[src/rtl/gpu_cmd_pkg.sv]
// Shared definitions for the GPU command blocks: draw FSM encoding, opcodes,
// and the index helpers used to pick and range-limit vertex/edge indices.
package gpu_cmd_pkg;

  typedef enum logic [1:0] {
    ST_IDLE,
    ST_EDGE_WAIT,
    ST_VTX_WAIT,
    ST_EMIT
  } draw_state_t;

  localparam logic [7:0] CMD_DRAW_TRI  = 8'h06;
  localparam logic [7:0] CMD_DRAW_PRIM = 8'h07;

  // Indices are widened by one bit so base+offset can exceed 16 bits without wrapping.
  localparam int IDX_EXT_W  = 17;
  localparam int EDGE_MAX_W = 256;

  function automatic logic [IDX_EXT_W-1:0] edge_field(
    input logic [EDGE_MAX_W-1:0] word,
    input int                    k,
    input int                    idx_w
  );
    logic [EDGE_MAX_W-1:0] sh;
    logic [IDX_EXT_W-1:0]  r;
    sh = word >> (k * idx_w);
    r  = '0;
    for (int b = 0; b < IDX_EXT_W; b++) begin
      if (b < idx_w) r[b] = sh[b];
    end
    return r;
  endfunction

  function automatic logic idx_oob(input logic [IDX_EXT_W-1:0] idx, input int depth);
    return idx >= IDX_EXT_W'(depth);
  endfunction

  function automatic logic [IDX_EXT_W-1:0] clamp_idx(input logic [IDX_EXT_W-1:0] idx,
                                                     input int depth);
    return idx_oob(idx, depth) ? IDX_EXT_W'(depth - 1) : idx;
  endfunction

endpackage

[src/rtl/cmd_rd_timer.sv]
// RAM read-latency timer: start at the issuing edge, expire is high in the
// cycle before the edge where the read data must be sampled.
module cmd_rd_timer #(
  parameter int RD_LAT = 2
) (
  input  logic clk,
  input  logic rst,
  input  logic start,
  output logic expire
);

  localparam int            CW   = (RD_LAT > 1) ? $clog2(RD_LAT) : 1;
  localparam logic [CW-1:0] LOAD = CW'(RD_LAT - 1);

  logic          active;
  logic [CW-1:0] cnt;

  assign expire = active && (cnt == '0);

  // NOTE: sequential state uses non-blocking assignments so every flop samples pre-edge values.
  always_ff @(posedge clk or posedge rst) begin
    if (rst) begin
      active <= 1'b0;
      cnt    <= '0;
    end else if (start) begin
      active <= 1'b1;
      cnt    <= LOAD;
    end else if (expire) begin
      active <= 1'b0;
    end else if (active) begin
      cnt <= cnt - 1'b1;
    end
  end

endmodule

[src/rtl/cmd_draw_prim.sv]
// Draw-primitive fetch: reads a run of edge records, gathers NVERT vertices per
// record and hands each assembled primitive to the rasterizer.
module cmd_draw_prim
  import gpu_cmd_pkg::*;
#(
  parameter  int DEPTH     = 1024,
  parameter  int DW_VERTEX = 64,
  parameter  int DW_EDGE   = 48,
  parameter  int NVERT     = 3,
  parameter  int IDX_W     = 16,
  parameter  int RD_LAT    = 2,
  parameter  int CNT_W     = 8,
  localparam int ADDR_W    = $clog2(DEPTH)
) (
  input  logic                       CLK,
  input  logic                       rst,
  input  logic                       draw_req_pulse,
  input  logic [15:0]                edge_addr,
  input  logic [CNT_W-1:0]           prim_count,
  input  logic [DW_EDGE-1:0]         edge_data,
  input  logic [DW_VERTEX-1:0]       vertex_data,
  output logic [ADDR_W-1:0]          ADDR_EDGE,
  output logic                       RD_EDGE,
  output logic [ADDR_W-1:0]          ADDR_VERTEX,
  output logic                       RD_VERTEX,
  output logic                       prim_valid,
  input  logic                       prim_ready,
  output logic [NVERT*DW_VERTEX-1:0] prim_data,
  output logic                       prim_last,
  output logic                       BUSY,
  output logic                       done_pulse,
  output logic                       ERR
);

  localparam logic [1:0] LAST_VK = 2'(NVERT - 1);

  draw_state_t state, state_next;

  logic [IDX_EXT_W-1:0] edge_pos;
  logic [CNT_W-1:0]     remaining;
  logic [DW_EDGE-1:0]   edge_reg;
  logic [1:0]           vk;

  logic accept, issue_edge, issue_vtx, latch_edge, capture, finish, handshake;
  logic tmr_expire;

  logic [IDX_EXT_W-1:0] edge_req_pos;
  logic [IDX_EXT_W-1:0] vtx_idx;
  logic [DW_EDGE-1:0]   vtx_src;
  logic [1:0]           vtx_sel;

  cmd_rd_timer #(.RD_LAT(RD_LAT)) u_timer (
    .clk    (CLK),
    .rst    (rst),
    .start  (issue_edge || issue_vtx),
    .expire (tmr_expire)
  );

  assign prim_valid = (state == ST_EMIT);
  assign BUSY       = (state != ST_IDLE);
  assign handshake  = prim_valid && prim_ready;

  always_ff @(posedge CLK or posedge rst) begin
    if (rst) state <= ST_IDLE;
    else     state <= state_next;
  end

  // NOTE: every signal written here gets a default first, so no latch can be inferred.
  always_comb begin
    state_next = state;
    accept     = 1'b0;
    issue_edge = 1'b0;
    issue_vtx  = 1'b0;
    latch_edge = 1'b0;
    capture    = 1'b0;
    finish     = 1'b0;
    unique case (state)
      ST_IDLE: begin
        if (draw_req_pulse && (prim_count != '0)) begin
          accept     = 1'b1;
          issue_edge = 1'b1;
          state_next = ST_EDGE_WAIT;
        end
      end
      ST_EDGE_WAIT: begin
        if (tmr_expire) begin
          latch_edge = 1'b1;
          issue_vtx  = 1'b1;
          state_next = ST_VTX_WAIT;
        end
      end
      ST_VTX_WAIT: begin
        if (tmr_expire) begin
          capture = 1'b1;
          if (vk == LAST_VK) state_next = ST_EMIT;
          else               issue_vtx  = 1'b1;
        end
      end
      ST_EMIT: begin
        if (handshake) begin
          if (remaining == CNT_W'(1)) begin
            finish     = 1'b1;
            state_next = ST_IDLE;
          end else begin
            issue_edge = 1'b1;
            state_next = ST_EDGE_WAIT;
          end
        end
      end
      default: state_next = ST_IDLE;
    endcase
  end

  // Vertex 0 is steered from the live edge word, later vertices from the latched copy.
  always_comb begin
    edge_req_pos = accept ? IDX_EXT_W'(edge_addr) : edge_pos + 1'b1;
    vtx_sel      = (state == ST_EDGE_WAIT) ? 2'd0 : vk + 2'd1;
    vtx_src      = (state == ST_EDGE_WAIT) ? edge_data : edge_reg;
    vtx_idx      = edge_field(EDGE_MAX_W'(vtx_src), int'(vtx_sel), IDX_W);
  end

  always_ff @(posedge CLK or posedge rst) begin
    if (rst) begin
      ADDR_EDGE   <= '0;
      RD_EDGE     <= 1'b0;
      ADDR_VERTEX <= '0;
      RD_VERTEX   <= 1'b0;
      prim_data   <= '0;
      prim_last   <= 1'b0;
      done_pulse  <= 1'b0;
      ERR         <= 1'b0;
      edge_pos    <= '0;
      remaining   <= '0;
      edge_reg    <= '0;
      vk          <= '0;
    end else begin
      RD_EDGE    <= issue_edge;
      RD_VERTEX  <= issue_vtx;
      done_pulse <= finish;

      if (accept)                 remaining <= prim_count;
      else if (issue_edge)        remaining <= remaining - 1'b1;

      if (issue_edge) begin
        edge_pos  <= edge_req_pos;
        ADDR_EDGE <= ADDR_W'(clamp_idx(edge_req_pos, DEPTH));
      end

      if (latch_edge) begin
        edge_reg <= edge_data;
        vk       <= '0;
      end

      if (issue_vtx) ADDR_VERTEX <= ADDR_W'(clamp_idx(vtx_idx, DEPTH));

      if (capture) begin
        prim_data[int'(vk)*DW_VERTEX +: DW_VERTEX] <= vertex_data;
        if (issue_vtx) vk        <= vk + 2'd1;
        else           prim_last <= (remaining == CNT_W'(1));
      end

      if (handshake) prim_last <= 1'b0;

      // Range errors are sticky for the batch; a newly accepted request starts clean.
      if (accept)
        ERR <= idx_oob(edge_req_pos, DEPTH);
      else if ((issue_edge && idx_oob(edge_req_pos, DEPTH)) ||
               (issue_vtx && idx_oob(vtx_idx, DEPTH)))
        ERR <= 1'b1;
    end
  end

endmodule

[config.mk]
export PLATFORM = sky130hd
export DESIGN_NAME = cmd_draw_prim
export DESIGN_NICKNAME = d
export VERILOG_FILES = /design/src/rtl/gpu_cmd_pkg.sv /design/src/rtl/cmd_rd_timer.sv /design/src/rtl/cmd_draw_prim.sv
export SDC_FILE = /design/constraint.sdc
export NUM_CORES = 1
export LEC_CHECK = 0
export CORE_UTILIZATION = 52
export DETAILED_ROUTE_END_ITERATION = 10
export PLACE_DENSITY = 0.86
export RECOVER_POWER = 100
export SLEW_MARGIN = 15
export SYNTH_ARGS = -nofsm -noshare
export SYNTH_HDL_FRONTEND = slang
export SYNTH_SLANG_ARGS = --single-unit
[constraint.sdc]
create_clock -name CLK -period 26.5 [get_ports CLK]
set_input_delay 5.3 -clock CLK [delete_from_list [all_inputs] [get_ports CLK]]
set_output_delay 5.3 -clock CLK [all_outputs]
set_load 0.03 [all_outputs]
## Word-level counts from Yosys, hierarchy flattened

Index checks and enable logic that the tools add are counted.

- $add $sub $neg: 5
- $lt $le $gt $ge: 2
- Equal/unequal tests: 12
- Shift operators: 3
- Mux-type cells: 42
- Bitwise gates (word level): 1
- Reduce and logical (&&, ||, !) cells: 18

Operator list:

| operator | count |
|---|---|
| $bwmux W192 | 1 |
| $shift A64 B33 Y192 const A | 1 |
| $shiftx A64 B33 Y192 | 1 |
| $mux W48 | 1 |
| $shr A48 B6 Y16 | 1 |
| $neg A8 Y33 | 1 |
| $mux W1 | 23 |
| $mux W10 | 2 |
| $mux W2 | 9 |
| $add A17 B1 Y17 const B | 1 |
| $ge A17 B11 Y1 const B | 1 |
| $mux W17 | 1 |
| $ge A16 B11 Y1 const B | 1 |
| $mux W8 | 2 |
| $reduce_bool A2 Y1 | 6 |
| $eq A8 B1 Y1 const B | 1 |
| $ne A2 B2 Y1 const B | 4 |
| $pmux W2 S4 | 1 |
| $reduce_bool A8 Y1 | 1 |
| $sub A8 B1 Y8 const B | 1 |
| $eq A2 B2 Y1 const B | 3 |
| $ne A2 B1 Y1 const B | 3 |
| $logic_and A1 B1 Y1 | 5 |
| $reduce_and A5 Y1 | 1 |
| 8 further kinds | 11 |

- Bits in registers: 296
- Bits of input ports: 140
- Output and inout bits: 219
- Logic and storage cells: 98

## Logic depth before layout (Yosys ltp)

Gate-level depths: netlist of the first run.

- Word-level depth: 10
- Gate-level depth with buffers: 10
- Gate-level depth less buffers: 9

## Modules after synthesis

From an unflattened synthesis of the first run, not the netlist that was laid out.

- Cells, all modules: 955
- Area total of the unflattened synthesis: 12036.5 µm²

Modules (own cells, without submodules):

| module | times used | cells an instance | area each (µm²) |
|---|---|---|---|
| cmd_draw_prim | 1 | 948 | 11959.0 |
| cmd_rd_timer | 1 | 7 | 77.6 |

## Least setup slack after synthesis of the first run

Ideal clock, no wire load.

- Path type: input port to flip-flop
- Start point: in prim_count[1]
- End point: reg remaining[0]
- Data arrival time: 6.555 ns
- Required time: 26.364 ns
- Slack: 19.810 ns
- Stages on the path: 7
- Cells stage by stage: nor4_1 > a21oi_1 > clkbuf_1 > clkbuf_8 > clkbuf_1 > nand2_1 > o21ai_0

- Cells in the longest elaborated chain, start to end: 5
- Elaborated cells between the ends (all ways): 7
- Classes of those cells: mux (4); reduce/logical (3)

Ends and longest elaborated chain:

| what | RTL line | RTL |
|---|---|---|
| start: declaration | cmd_draw_prim.sv:19 | `input logic [CNT_W-1:0] prim_count,` |
| $reduce_bool A8 Y1 (*) | cmd_draw_prim.sv:79 | `if (draw_req_pulse && (prim_count != '0)) begin` |
| $logic_and A1 B1 Y1 (*) | cmd_draw_prim.sv:79 |  |
| $mux W1 (*) | cmd_draw_prim.sv:79 |  |
| $pmux W1 S2 or $mux W1 (tied branches) | cmd_draw_prim.sv:77 | `unique case (state)` |
| $reduce_bool A2 Y1 (no line) or $mux W8 (tied branches) | n/a |  |
| end signal: assignment | cmd_draw_prim.sv:141 | `if (accept) remaining <= prim_count;` |
| end signal: assignment | cmd_draw_prim.sv:142 | `else if (issue_edge) remaining <= remaining - 1'b1;` |
| end: declaration | cmd_draw_prim.sv:40 | `logic [CNT_W-1:0] remaining;` |

Every way passes the cells marked *; elsewhere a longest branch is shown, timed or not.
A chain may end at the register's enable or synchronous reset.

==> qor.json, run 1 <==
{
  "die-area_um2": 25200,
  "reg2reg_from": "vk[0]$_DFF_PP0_",
  "worstRegToRegCells": 6,
  "first_global_vias": 10900,
  "die_h_um": 159,
  "syn-num-nets": 1507,
  "synth-edff-count": 0,
  "die_x_um": 159,
  "intPower_mw": 1.20,
  "globalplace.congestion": 0.824,
  "syn-instance-count": 1354,
  "critical-path-top-cell-by-count": "sky130_fd_sc_hd__clkbuf_1",
  "timing.clock.skew_ns": 0.0102,
  "cts-hold-fix-buffers": 0,
  "grt_overflow_total": 0,
  "synth_top_area_cell": "sky130_fd_sc_hd__dfrtp_1",
  "netSwitchingFraction": 0.410,
  "static-leakage-power_nw": 7.25,
  "cts_inserted_buffers": 30,
  "dp_hpwl_um": 24200,
  "worstMarginPinSlew_ns": 4.94,
  "clk_pin_slew_worst_paths_ns": 0.06,
  "drtPass1Iterations": 5,
  "via_count": 11000,
  "post_synth_num_cell_types": 52,
  "clkSinkCount": 296,
  "run_status": "complete, but fails checks",
  "totalWireLength_um": 36400,
  "post_cts_buffers": 0,
  "cts-resized-gates": 0,
  "floorplan.core_area_um2": 23800,
  "synth-warning-count": 0,
  "critical-path-max-stage-delay_ns": 2.76,
  "netlist.area_leader.share": 0.580,
  "slew_headroom": -2.31,
  "violated_checks": "capacitance limit, slew limit",
  "power_frac_clock": 0.209,
  "worstReg2RegEnd": "prim_data[94]$_DFFE_PP0P_",
  "route.detailed.wl_per_inst_um": 18.1,
  "worst_hold_path.endpoint": "prim_data[5]$_DFFE_PP0P_",
  "power_density_nw_per_um2": 117,
  "comb_power_share": 0.429,
  "tritoncts": "yes",
  "max_cap_violations": 5,
  "core.rowCount": 56,
  "clock_latency_ns": 0.54,
  "io_buffer_count": 358,
  "final_net_count": 1815,
  "grt_usage": 0.289,
  "endpoint_kind": "async pin",
  "hp-class": "flip-flop to flip-flop",
  "min_delay_path_depth": 2,
  "ys_async_sr_fraction": 1.00,
  "fmaxAchievable_mhz": 74.2,
  "final.period_utilization": 0.508,
  "critical_path.slowest_cell": "sky130_fd_sc_hd__clkinvlp_2",
  "finalHoldWorstSlack_ns": 0.472,
  "reg2reg_slack_ns": 22.32,
  "start_util": 0.537,
  "seq_power_share": 0.362,
  "cts.path.max_buffers": 3,
  "finalSetupTns_ns": 0,
  "timing.critical_path.from_type": "input port",
  "initialDrtViolationCount": 697,
  "cts_root_buffer": "sky130_fd_sc_hd__clkbuf_16",
  "critical_path_required_ns": 26.39,
  "grt_first_pass_wirelength_um": 56600,
  "floorplan.io_pins": 359,
  "h-tree-depth": 1,
  "drive_above_1_share": 0.0709,
  "synthesis.area_um2": 12800,
  "finalHoldViolations": 0,
  "routed_via_density": 5.48,
  "holdCritStartpoint": "prim_data[5]$_DFFE_PP0P_",
  "grt_setup_unrepaired": "false",
  "grt_antenna_before_repair": 8,
  "ant_nets": 0,
  "path_cells": "dlygate4sd3_1 -> clkinvlp_2 -> clkbuf_1 -> clkbuf_1",
  "critical_path_peak_fanout": 114,
  "mostFrequentLayoutCell": "sky130_fd_sc_hd__nand2_1",
  "grt_max_degree": 129,
  "most-common-layout-cells": "sky130_fd_sc_hd__nand2_1, sky130_fd_sc_hd__dlygate4sd3_1, sky130_fd_sc_hd__dfrtp_1",
  "cp.arrival_ns": 13.35,
  "area_growth_syn_to_layout_pct": 36.6,
  "drc": 0,
  "switchingPower_mw": 0.835,
  "post_synth_main_area_contributors": "sky130_fd_sc_hd__dfrtp_1, sky130_fd_sc_hd__nand2_1, sky130_fd_sc_hd__o21ai_0",
  "critPathKind": "input port to async pin",
  "syn_avg_cell_area_um2": 9.42,
  "peakVddDrop_mv": 0.0628,
  "slew_viol_final": 354,
  "layout_min_cycle_time_ns": 13.47,
  "report.final.setup_viol": 0,
  "critical_path.startpoint": "rst",
  "seq_area_frac_synth": 0.580,
  "largest_register_ff_count": 192,
  "ys_seq_elements": 296,
  "ys_dominant_reg_cell": "sky130_fd_sc_hd__dfrtp_1"
}
## worst max path at each step
stage | end | slack [ns] | cells past startpoint
finish | prim_data[117]$_DFFE_PP0P_ | 13.03 | 4
global route | prim_data[172]$_DFFE_PP0P_ | 11.29 | 4
CTS | remaining[7]$_DFFE_PP0P_ | 19.05 | 8
detailed placement | prim_data[15]$_DFFE_PP0P_ | 18.48 | 4
global placement | prim_data[143]$_DFFE_PP0P_ | 18.52 | 4
floorplan | ADDR_EDGE[0]$_DFFE_PP0P_ | 13.02 | 1
## cells by family after synthesis
family                   count (synthesis)  share of synthesized area
AO/OA/AOI/OAI                          292                      0.121
XOR/XNOR                                19                     0.0130
adder cells (fa/ha/maj)                 13                     0.0127
buffers and inverters                  105                     0.0372
flip-flops                             296                      0.580
multiplexers                            68                     0.0580
AND/OR/NAND/NOR                        561                      0.177
## power by group through the flow
stage,combinational [mW],sequential [mW],clock (mW)
6_report,0.875,0.738,0.425
5_1_grt,0.947,0.761,0.449
4_1_cts,0.924,0.742,0.431
3_5_place_dp,0.918,0.746,0
3_3_place_gp,0.893,0.738,0
2_1_floorplan,0.329,0.953,0
## synthesized netlist by cell type, types with 12 or more instances
cell	count
sky130_fd_sc_hd__nand2_1	457
sky130_fd_sc_hd__dfrtp_1	296
sky130_fd_sc_hd__o21ai_0	227
sky130_fd_sc_hd__clkbuf_1	68
sky130_fd_sc_hd__mux2_2	48
sky130_fd_sc_hd__nor2_1	47
sky130_fd_sc_hd__a21oi_1	32
sky130_fd_sc_hd__mux2i_1	20
sky130_fd_sc_hd__nand3_1	16
sky130_fd_sc_hd__ha_1	13
sky130_fd_sc_hd__a31oi_1	12
sky130_fd_sc_hd__xor2_1	12
## critical path, delay by kind of cell
kind                   cells  cell delay [ns]
buffers and inverters      4             7.99
## metal layers
layer	vias up	global-route usage	part of all wire	routed length, um
met5	-	0	0.00069	25
met1	5303	0.340	0.38	13700
met4	4	0.151	0.055	1990
met3	126	0.0770	0.080	2910
li1	5118	-	-	-
met2	426	0.486	0.49	17700
## area by class of cell
class,count,area (um2)
multi-input combinational,953,4930
sequential,296,7410
timing repair buffer,369,3660
inverter,12,46.3
clock inverter,12,169
tap,319,399
clock buffer,36,815
fill,1632,6320
antenna,6,15.0
## through the flow
step / cell area [um2] / utilization / power [mW] / cells / setup WS [ns]
6_report: 17400 / 0.734 / 2.04 / 2003 / 13.03
2_1_floorplan: 12800 / - / 1.28 / 1354 / 13.02
3_5_place_dp: 16500 / 0.693 / 1.66 / 1949 / 18.48
5_1_grt: 17400 / 0.734 / 2.16 / 2003 / 11.29
3_3_place_gp: 16500 / 0.693 / 1.63 / 1949 / 18.52
4_1_cts: 17400 / 0.735 / 2.10 / 1997 / 19.05
Note: power is estimated with default switching activity, not from simulation.
==> run 2, diff against run 1 <==
--- a/config.mk
+++ b/config.mk
@@ -5,9 +5,9 @@
 export SDC_FILE = /design/constraint.sdc
 export NUM_CORES = 1
 export LEC_CHECK = 0
-export CORE_UTILIZATION = 52
+export CORE_UTILIZATION = 48
 export DETAILED_ROUTE_END_ITERATION = 10
-export PLACE_DENSITY = 0.86
+export PLACE_DENSITY = 0.8
 export RECOVER_POWER = 100
 export SLEW_MARGIN = 15
 export SYNTH_ARGS = -nofsm -noshare
==> constraint.sdc (replaced) <==
create_clock -name CLK -period 13.35 [get_ports CLK]
set_input_delay 2.67 -clock CLK [delete_from_list [all_inputs] [get_ports CLK]]
set_output_delay 2.67 -clock CLK [all_outputs]
set_load 0.03 [all_outputs]
==> qor.json, run 2 (synthesis gave the netlist of run 1 again) <==
{
  "clkSinkCount": {"value": 296, "change": "unchanged"},
  "finalSetupTns": {"value": 0, "unit": "ns", "change": "unchanged"},
  "tritoncts": "yes",
  "cts.path.max_buffers": {"value": 3, "change": "unchanged"},
  "path_cells": "dlygate4sd3_1 -> clkinvlp_2",
  "static-leakage-power": {"value": 7.26, "unit": "nW", "change": "+0.13%"},
  "grt_overflow_total": {"value": 0, "change": "unchanged"},
  "cts-hold-fix-buffers": {"value": 0, "change": "unchanged"},
  "post_cts_buffers": {"value": 0, "change": "unchanged"},
  "core.rowCount": {"value": 59, "change": "+5.4%"},
  "post-route-util": {"value": 0.672, "change": "-0.0616"},
  "most-common-layout-cells": "sky130_fd_sc_hd__nand2_1, sky130_fd_sc_hd__dfrtp_1, sky130_fd_sc_hd__dlygate4sd3_1",
  "cts-resized-gates": {"value": 0, "change": "unchanged"},
  "grt_max_degree": {"value": 162, "change": "+26%"},
  "dp_hpwl": {"value": 23500, "unit": "um", "change": "-2.9%"},
  "slew_headroom": {"value": -2.98, "change": "-0.666"},
  "grt_first_pass_wirelength": {"value": 56500, "unit": "um", "change": "-0.29%"},
  "worstRegToRegCells": {"value": 6, "change": "unchanged"},
  "initialDrtViolationCount": {"value": 749, "change": "+7.5%"},
  "die-area": {"value": 27200, "unit": "um2", "change": "+8.2%"},
  "ant_nets": {"value": 0, "change": "unchanged"},
  "slew_viol_final": {"value": 332, "change": "-6.2%"},
  "dp_slack": {"value": 7.88, "unit": "ns", "change": "-10.60 ns"},
  "critical_path_required": {"value": 12.90, "unit": "ns", "change": "-13.49 ns"},
  "grt_antenna_before_repair": {"value": 6, "change": "-2"},
  "start_util": {"value": 0.490, "change": "-0.0475"},
  "power_density": {"value": 235, "unit": "nW/um2", "change": "+100%"},
  "clk_pin_slew_worst_paths": {"value": 0.06, "unit": "ns", "change": "about the same"},
  "critical_path.n_buffers_inverters": {"value": 2, "change": "-2"},
  "finalHoldWorstSlack": {"value": 0.471, "unit": "ns", "change": "-0.00103 ns"},
  "fmaxAchievable_mhz": 140,
  "h-tree-depth": {"value": 1, "change": "unchanged"},
  "violated_checks": "capacitance limit, slew limit",
  "floorplan.io_pins": {"value": 359, "change": "unchanged"},
  "final-instance-count-excl-fill": {"value": 2022, "change": "+0.95%"},
  "die_x": {"value": 165, "unit": "um", "change": "+4.0%"},
  "first_global_vias": {"value": 10700, "change": "-1.9%"},
  "setup_ws": {"value": 6.22, "unit": "ns", "change": "-6.81 ns"},
  "endpoint_kind": "async pin",
  "postPlaceCellArea": {"value": 16500, "unit": "um2", "change": "about the same"},
  "route.detailed.wl_per_inst": {"value": 17.9, "unit": "um", "change": "-1.1%"},
  "power": {"value": 4.12, "unit": "mW", "change": "+100%"},
  "run_status": "complete, but fails checks",
  "critical_path.slowest_cell": "sky130_fd_sc_hd__clkinvlp_2",
  "final_net_count": {"value": 1813, "change": "-0.11%"},
  "largest_register_ff_count": {"value": 192, "change": "unchanged"},
  "critical-path-max-stage-delay": {"value": 3.27, "unit": "ns", "change": "+0.51 ns"},
  "globalplace.congestion": {"value": 0.857, "change": "+4.1%"},
  "cts_root_buffer": "sky130_fd_sc_hd__clkbuf_16",
  "layout_min_cycle_time_ns": 7.13,
  "floorplan.core_area": {"value": 26100, "unit": "um2", "change": "+9.7%"},
  "cts_inserted_buffers": {"value": 31, "change": "+3.3%"},
  "nFillCells": {"value": 2015, "change": "+23%"},
  "clock_latency": {"value": 0.55, "unit": "ns", "change": "about the same"},
  "cpLargestDelayFamily": "buffers and inverters",
  "critical_path_peak_fanout": {"value": 136, "change": "+19%"},
  "layout.area.seq": {"value": 7410, "unit": "um2", "change": "unchanged"},
  "hp-class": "flip-flop to flip-flop",
  "routed_via_density": {"value": 5.36, "change": "-2.2%"},
  "placed_cells": {"value": 1962, "change": "+0.67%"},
  "critical_path_cell_count": {"value": 2, "change": "-2"},
  "footprint_of_the_multi_input_gates": {"value": 4920, "unit": "um2", "change": "-0.15%"},
  "timing.critical_path.from_type": "input port",
  "final.period_utilization": 0.534,
  "grt_usage": {"value": 0.263, "change": "-0.0265"},
  "cp.arrival": {"value": 6.68, "unit": "ns", "change": "-6.67 ns"},
  "drtPass1Iterations": {"value": 4, "change": "-1"},
  "finalHoldViolations": {"value": 0, "change": "unchanged"},
  "mostFrequentLayoutCell": "sky130_fd_sc_hd__nand2_1",
  "worstMarginPinSlew": {"value": 5.96, "unit": "ns", "change": "+1.03 ns"},
  "io_buffer_count": {"value": 358, "change": "unchanged"},
  "critPathKind": "input port to async pin",
  "area_growth_syn_to_layout_pct": 37.3,
  "die_h": {"value": 165, "unit": "um", "change": "+4.0%"},
  "via_count": {"value": 10800, "change": "-1.3%"},
  "report.final.setup_viol": {"value": 0, "change": "unchanged"},
  "design_area_final": {"value": 17500, "unit": "um2", "change": "+0.50%"},
  "timing.clock.skew": {"value": 0.00984, "unit": "ns", "change": "-0.000357 ns"},
  "peakVddDrop": {"value": 0.153, "unit": "mV", "change": "+140%"},
  "min_delay_path_depth": {"value": 2, "change": "unchanged"},
  "totalWireLength": {"value": 36300, "unit": "um", "change": "-0.16%"},
  "grt_setup_unrepaired": "false",
  "max_cap_violations": {"value": 4, "change": "-1"},
  "drc": {"value": 0, "change": "unchanged"},
  "drive_above_1_share": {"value": 0.0666, "change": "-0.00433"}
}
[run 2: cell types whose count changed in the layout (fill, tap and decap cells not counted), sizes merged]
cell           delta
clkdlybuf4s50    +64
dlygate4sd3      -64
clkbuf           +11
clkinv            -6
buf               -3
bufinv            +2
diode             -1
[run 2: path summary, 6_finish.rpt]
kind	from	endpoint	slack, ns
min in group asynchronous	rst	prim_data[188]$_DFFE_PP0P_	4.41
max in group CLK	prim_count[1]	remaining[2]$_DFFE_PP0P_	7.15
worst min-delay path	prim_data[142]$_DFFE_PP0P_	prim_data[142]$_DFFE_PP0P_	0.47
worst max register to register	vk[0]$_DFF_PP0_	prim_data[171]$_DFFE_PP0P_	7.85
worst min register to register	prim_data[142]$_DFFE_PP0P_	prim_data[142]$_DFFE_PP0P_	0.47
worst max-delay path	rst	prim_data[141]$_DFFE_PP0P_	6.22
[run 2: layout make-up]
class / instances / share of cell area
Antenna cell: 5 / 0.000714
Clock inverter: 8 / 0.0111
Tap cell: 335 / 0.0239
Timing Repair Buffer: 366 / 0.208
Clock buffer: 47 / 0.0500
Sequential cell: 296 / 0.423
Multi-Input combinational cell: 953 / 0.281
Inverter: 12 / 0.00264
[run 2: report_power, final]
group | internal, mW | switching, mW | total, mW
sequential | 1.24 | 0.217 | 1.46
combinational | 0.654 | 1.09 | 1.75
clock | 0.564 | 0.348 | 0.912
[run 2: worst register-to-register path, delay by kind of cell (launching register included)]
kind / cells / cell delay, ns
DFF: 1 / 0.94
adders and majority gates: 1 / 0.73
and+or+nand+nor: 2 / 0.60
AOI/OAI and AO/OA: 1 / 0.34
buffers and inverters: 2 / 2.80
[run 2: per-layer routing]
| layer | wire (um) | global-route usage | part of all wire |
|---|---|---|---|
| met1 | 14700 | 0.329 | 0.40 |
| met2 | 17200 | 0.436 | 0.47 |
| met3 | 3070 | 0.0692 | 0.085 |
| met4 | 1280 | 0.0988 | 0.035 |
| met5 | 15 | 0 | 0.00041 |
==> run 3, diff against run 2 <==
==> constraint.sdc (replaced) <==
create_clock -name CLK -period 7.32 [get_ports CLK]
set_input_delay 1.464 -clock CLK [delete_from_list [all_inputs] [get_ports CLK]]
set_output_delay 1.464 -clock CLK [all_outputs]
set_load 0.03 [all_outputs]
==> qor.json, run 3 (synthesis gave the netlist of run 1 again) <==
{
  "run_status": "complete, but fails checks",
  "violated_checks": "capacitance limit, slew limit",
  "finalHoldWorstSlack": {"value": 0.471, "unit": "ns", "change": "+0.000599 ns"},
  "clk_pin_slew_worst_paths": {"value": 0.06, "unit": "ns", "change": "about the same"},
  "most-common-layout-cells": "sky130_fd_sc_hd__nand2_1, sky130_fd_sc_hd__dfrtp_1, sky130_fd_sc_hd__o21ai_0",
  "worst_hold_path.endpoint": "prim_data[85]$_DFFE_PP0P_",
  "power": {"value": 7.49, "unit": "mW", "change": "+82%"},
  "die_h": {"value": 165, "unit": "um", "change": "unchanged"},
  "intPower": {"value": 4.48, "unit": "mW", "change": "+82%"},
  "critical_path_peak_fanout": {"value": 40, "change": "-71%"},
  "post_cts_buffers": {"value": 0, "change": "unchanged"},
  "holdCritStartpoint": "prim_data[85]$_DFFE_PP0P_",
  "critical_path_required": {"value": 7.74, "unit": "ns", "change": "-5.16 ns"},
  "initialDrtViolationCount": {"value": 664, "change": "-11%"},
  "grt_first_pass_wirelength": {"value": 56200, "unit": "um", "change": "-0.39%"},
  "static-leakage-power": {"value": 7.30, "unit": "nW", "change": "+0.52%"},
  "switchingPower": {"value": 3.01, "unit": "mW", "change": "+81%"},
  "final-instance-count-excl-fill": {"value": 2018, "change": "-0.20%"},
  "dp_slack": {"value": 3.07, "unit": "ns", "change": "-4.81 ns"},
  "cts-resized-gates": {"value": 0, "change": "unchanged"},
  "dp_hpwl": {"value": 23600, "unit": "um", "change": "+0.18%"},
  "min_delay_path_depth": {"value": 2, "change": "unchanged"},
  "grt_antenna_before_repair": {"value": 0, "change": "-6"},
  "worstRegToRegCells": {"value": 9, "change": "+3"},
  "grt_max_degree": {"value": 144, "change": "-11%"},
  "finalSetupTns": {"value": 0, "unit": "ns", "change": "unchanged"},
  "drive_above_1_share": {"value": 0.0731, "change": "+0.00650"},
  "clkSinkCount": {"value": 296, "change": "unchanged"},
  "mostFrequentLayoutCell": "sky130_fd_sc_hd__nand2_1",
  "fmaxAchievable_mhz": 202,
  "placed_cells": {"value": 1964, "change": "+0.10%"},
  "netSwitchingFraction": {"value": 0.402, "change": "-0.000592"},
  "power_frac_clock": {"value": 0.223, "change": "+0.002"},
  "cts-hold-fix-buffers": {"value": 0, "change": "unchanged"},
  "hp-class": "flip-flop to flip-flop",
  "ant_nets": {"value": 0, "change": "unchanged"},
  "report.final.setup_viol": {"value": 0, "change": "unchanged"},
  "reg2reg_from": "state[0]$_DFFE_PP0P_",
  "cp.arrival": {"value": 5.36, "unit": "ns", "change": "-1.32 ns"},
  "power_density": {"value": 426, "unit": "nW/um2", "change": "+81%"},
  "core.rowCount": {"value": 59, "change": "unchanged"},
  "final_net_count": {"value": 1814, "change": "+0.055%"},
  "floorplan.core_area": {"value": 26100, "unit": "um2", "change": "unchanged"},
  "timing.clock.skew": {"value": 0.0133, "unit": "ns", "change": "+0.00343 ns"},
  "first_global_vias": {"value": 10600, "change": "-0.53%"},
  "critPathKind": "input port to flip-flop",
  "die-area": {"value": 27200, "unit": "um2", "change": "unchanged"},
  "cts_root_buffer": "sky130_fd_sc_hd__clkbuf_16",
  "cts.path.max_buffers": {"value": 3, "change": "unchanged"},
  "route.detailed.wl_per_inst": {"value": 18.0, "unit": "um", "change": "+0.21%"},
  "start_util": {"value": 0.490, "change": "unchanged"},
  "slew_viol_final": {"value": 51, "change": "-85%"},
  "final.period_utilization": 0.675,
  "grt_setup_unrepaired": "false",
  "drc": {"value": 0, "change": "unchanged"},
  "reg2reg_slack": {"value": 3.47, "unit": "ns", "change": "-4.38 ns"},
  "grt_usage": {"value": 0.262, "change": "-0.000430"},
  "diodes_inserted": {"value": 0, "change": "-5"},
  "die_x": {"value": 165, "unit": "um", "change": "unchanged"},
  "area_growth_syn_to_layout_pct": 37.7,
  "nFillCells": {"value": 1986, "change": "-1.4%"},
  "grt_overflow_total": {"value": 0, "change": "unchanged"},
  "seq_power_share": {"value": 0.355, "change": "about the same"},
  "io_buffer_count": {"value": 358, "change": "unchanged"},
  "globalplace.congestion": {"value": 0.852, "change": "-0.64%"},
  "totalWireLength": {"value": 36300, "unit": "um", "change": "about the same"},
  "layout_min_cycle_time_ns": 4.94,
  "postPlaceCellArea": {"value": 16500, "unit": "um2", "change": "+0.14%"},
  "clock_latency": {"value": 0.55, "unit": "ns", "change": "about the same"},
  "setup_ws": {"value": 2.38, "unit": "ns", "change": "-3.84 ns"},
  "cts_inserted_buffers": {"value": 30, "change": "-3.2%"},
  "timing.critical_path.from_type": "input port",
  "endpoint_kind": "flip-flop",
  "tritoncts": "yes",
  "via_count": {"value": 10800, "change": "-0.48%"},
  "post-route-util": {"value": 0.674, "change": "+0.00178"},
  "design_area_final": {"value": 17600, "unit": "um2", "change": "+0.26%"},
  "worstMarginPinSlew": {"value": 2.11, "unit": "ns", "change": "-3.86 ns"},
  "comb_power_share": {"value": 0.421, "change": "-0.003"},
  "drtPass1Iterations": {"value": 5, "change": "+1"},
  "peakVddDrop": {"value": 0.282, "unit": "mV", "change": "+84%"},
  "h-tree-depth": {"value": 1, "change": "unchanged"},
  "finalHoldViolations": {"value": 0, "change": "unchanged"},
  "slew_headroom": {"value": -0.408, "change": "+2.57"},
  "routed_via_density": {"value": 5.34, "change": "-0.28%"},
  "floorplan.io_pins": {"value": 359, "change": "unchanged"},
  "largest_register_ff_count": {"value": 192, "change": "unchanged"},
  "max_cap_violations": {"value": 1, "change": "-3"},
  "worstReg2RegEnd": "remaining[4]$_DFFE_PP0P_"
}
run 3: changes by cell type in the layout (fill, tap and decap cells not counted):
| cell | change |
|---|---|
| sky130_fd_sc_hd__buf_12 | +1 |
| sky130_fd_sc_hd__nand2_1 | +1 |
| sky130_fd_sc_hd__clkbuf_8 | +6 |
| sky130_fd_sc_hd__buf_4 | +4 |
| sky130_fd_sc_hd__dlygate4sd3_1 | -48 |
| sky130_fd_sc_hd__clkbuf_1 | -11 |
| sky130_fd_sc_hd__clkinvlp_4 | -2 |
| sky130_fd_sc_hd__nand2_4 | -1 |
| sky130_fd_sc_hd__clkdlybuf4s50_1 | +48 |
| sky130_fd_sc_hd__clkinv_2 | +4 |
| sky130_fd_sc_hd__bufinv_16 | -1 |
| sky130_fd_sc_hd__diode_2 | -5 |
run 3: power by group through the flow:
stage               registers (mW)  clock network (mW)  logic [mW]
floorplan                     3.45                   0        1.19
finish                        2.66                1.67        3.16
global placement              2.66                   0        3.25
CTS                           2.68                1.70        3.34
detailed placement            2.70                   0        3.32
global route                  2.74                1.77        3.43
run 3: how the worst max path moves through the flow:
stage / from / end / slack [ns] / depth (start not counted)
after detailed placement: prim_count[1] / remaining[6]$_DFFE_PP0P_ / 3.07 / 8
after floorplan: rst / ADDR_EDGE[0]$_DFFE_PP0P_ / 1.92 / 1
after global routing: prim_count[1] / remaining[2]$_DFFE_PP0P_ / 2.11 / 8
after global placement: prim_count[1] / remaining[2]$_DFFE_PP0P_ / 3.16 / 8
after CTS: prim_count[1] / remaining[2]$_DFFE_PP0P_ / 3.64 / 8
final: prim_count[1] / remaining[2]$_DFFE_PP0P_ / 2.38 / 8
run 3: cell type report:
type / instances / area (um2) / area share
inverters: 12 / 46.3 / 0.00263
multi-input cells: 953 / 4910 / 0.280
flip-flops and latches: 296 / 7410 / 0.422
clock buffers: 45 / 928 / 0.0528
well taps: 335 / 419 / 0.0239
repair buffers: 368 / 3690 / 0.210
clock inverters: 9 / 170 / 0.00968
run 3: per-layer routing:
layer  global-route usage  wire [um]  share of wire  vias up
li1                     -          -              -     5122
met5                    0          0              0        -
met2                0.432      17300           0.48      412
met1                0.329      14500           0.40     5160
met3               0.0724       3200          0.088       88
met4               0.0972       1340          0.037        0
run 3: critical path: stages:
cell and delay, ns:
sky130_fd_sc_hd__dlygate4sd3_1 0.56, sky130_fd_sc_hd__nor4_1 0.60, sky130_fd_sc_hd__a21o_1 0.65, sky130_fd_sc_hd__a21o_1 0.68
sky130_fd_sc_hd__inv_1 0.75, sky130_fd_sc_hd__nand2_1 0.36, sky130_fd_sc_hd__xor2_1 0.17, sky130_fd_sc_hd__o21ai_0 0.09
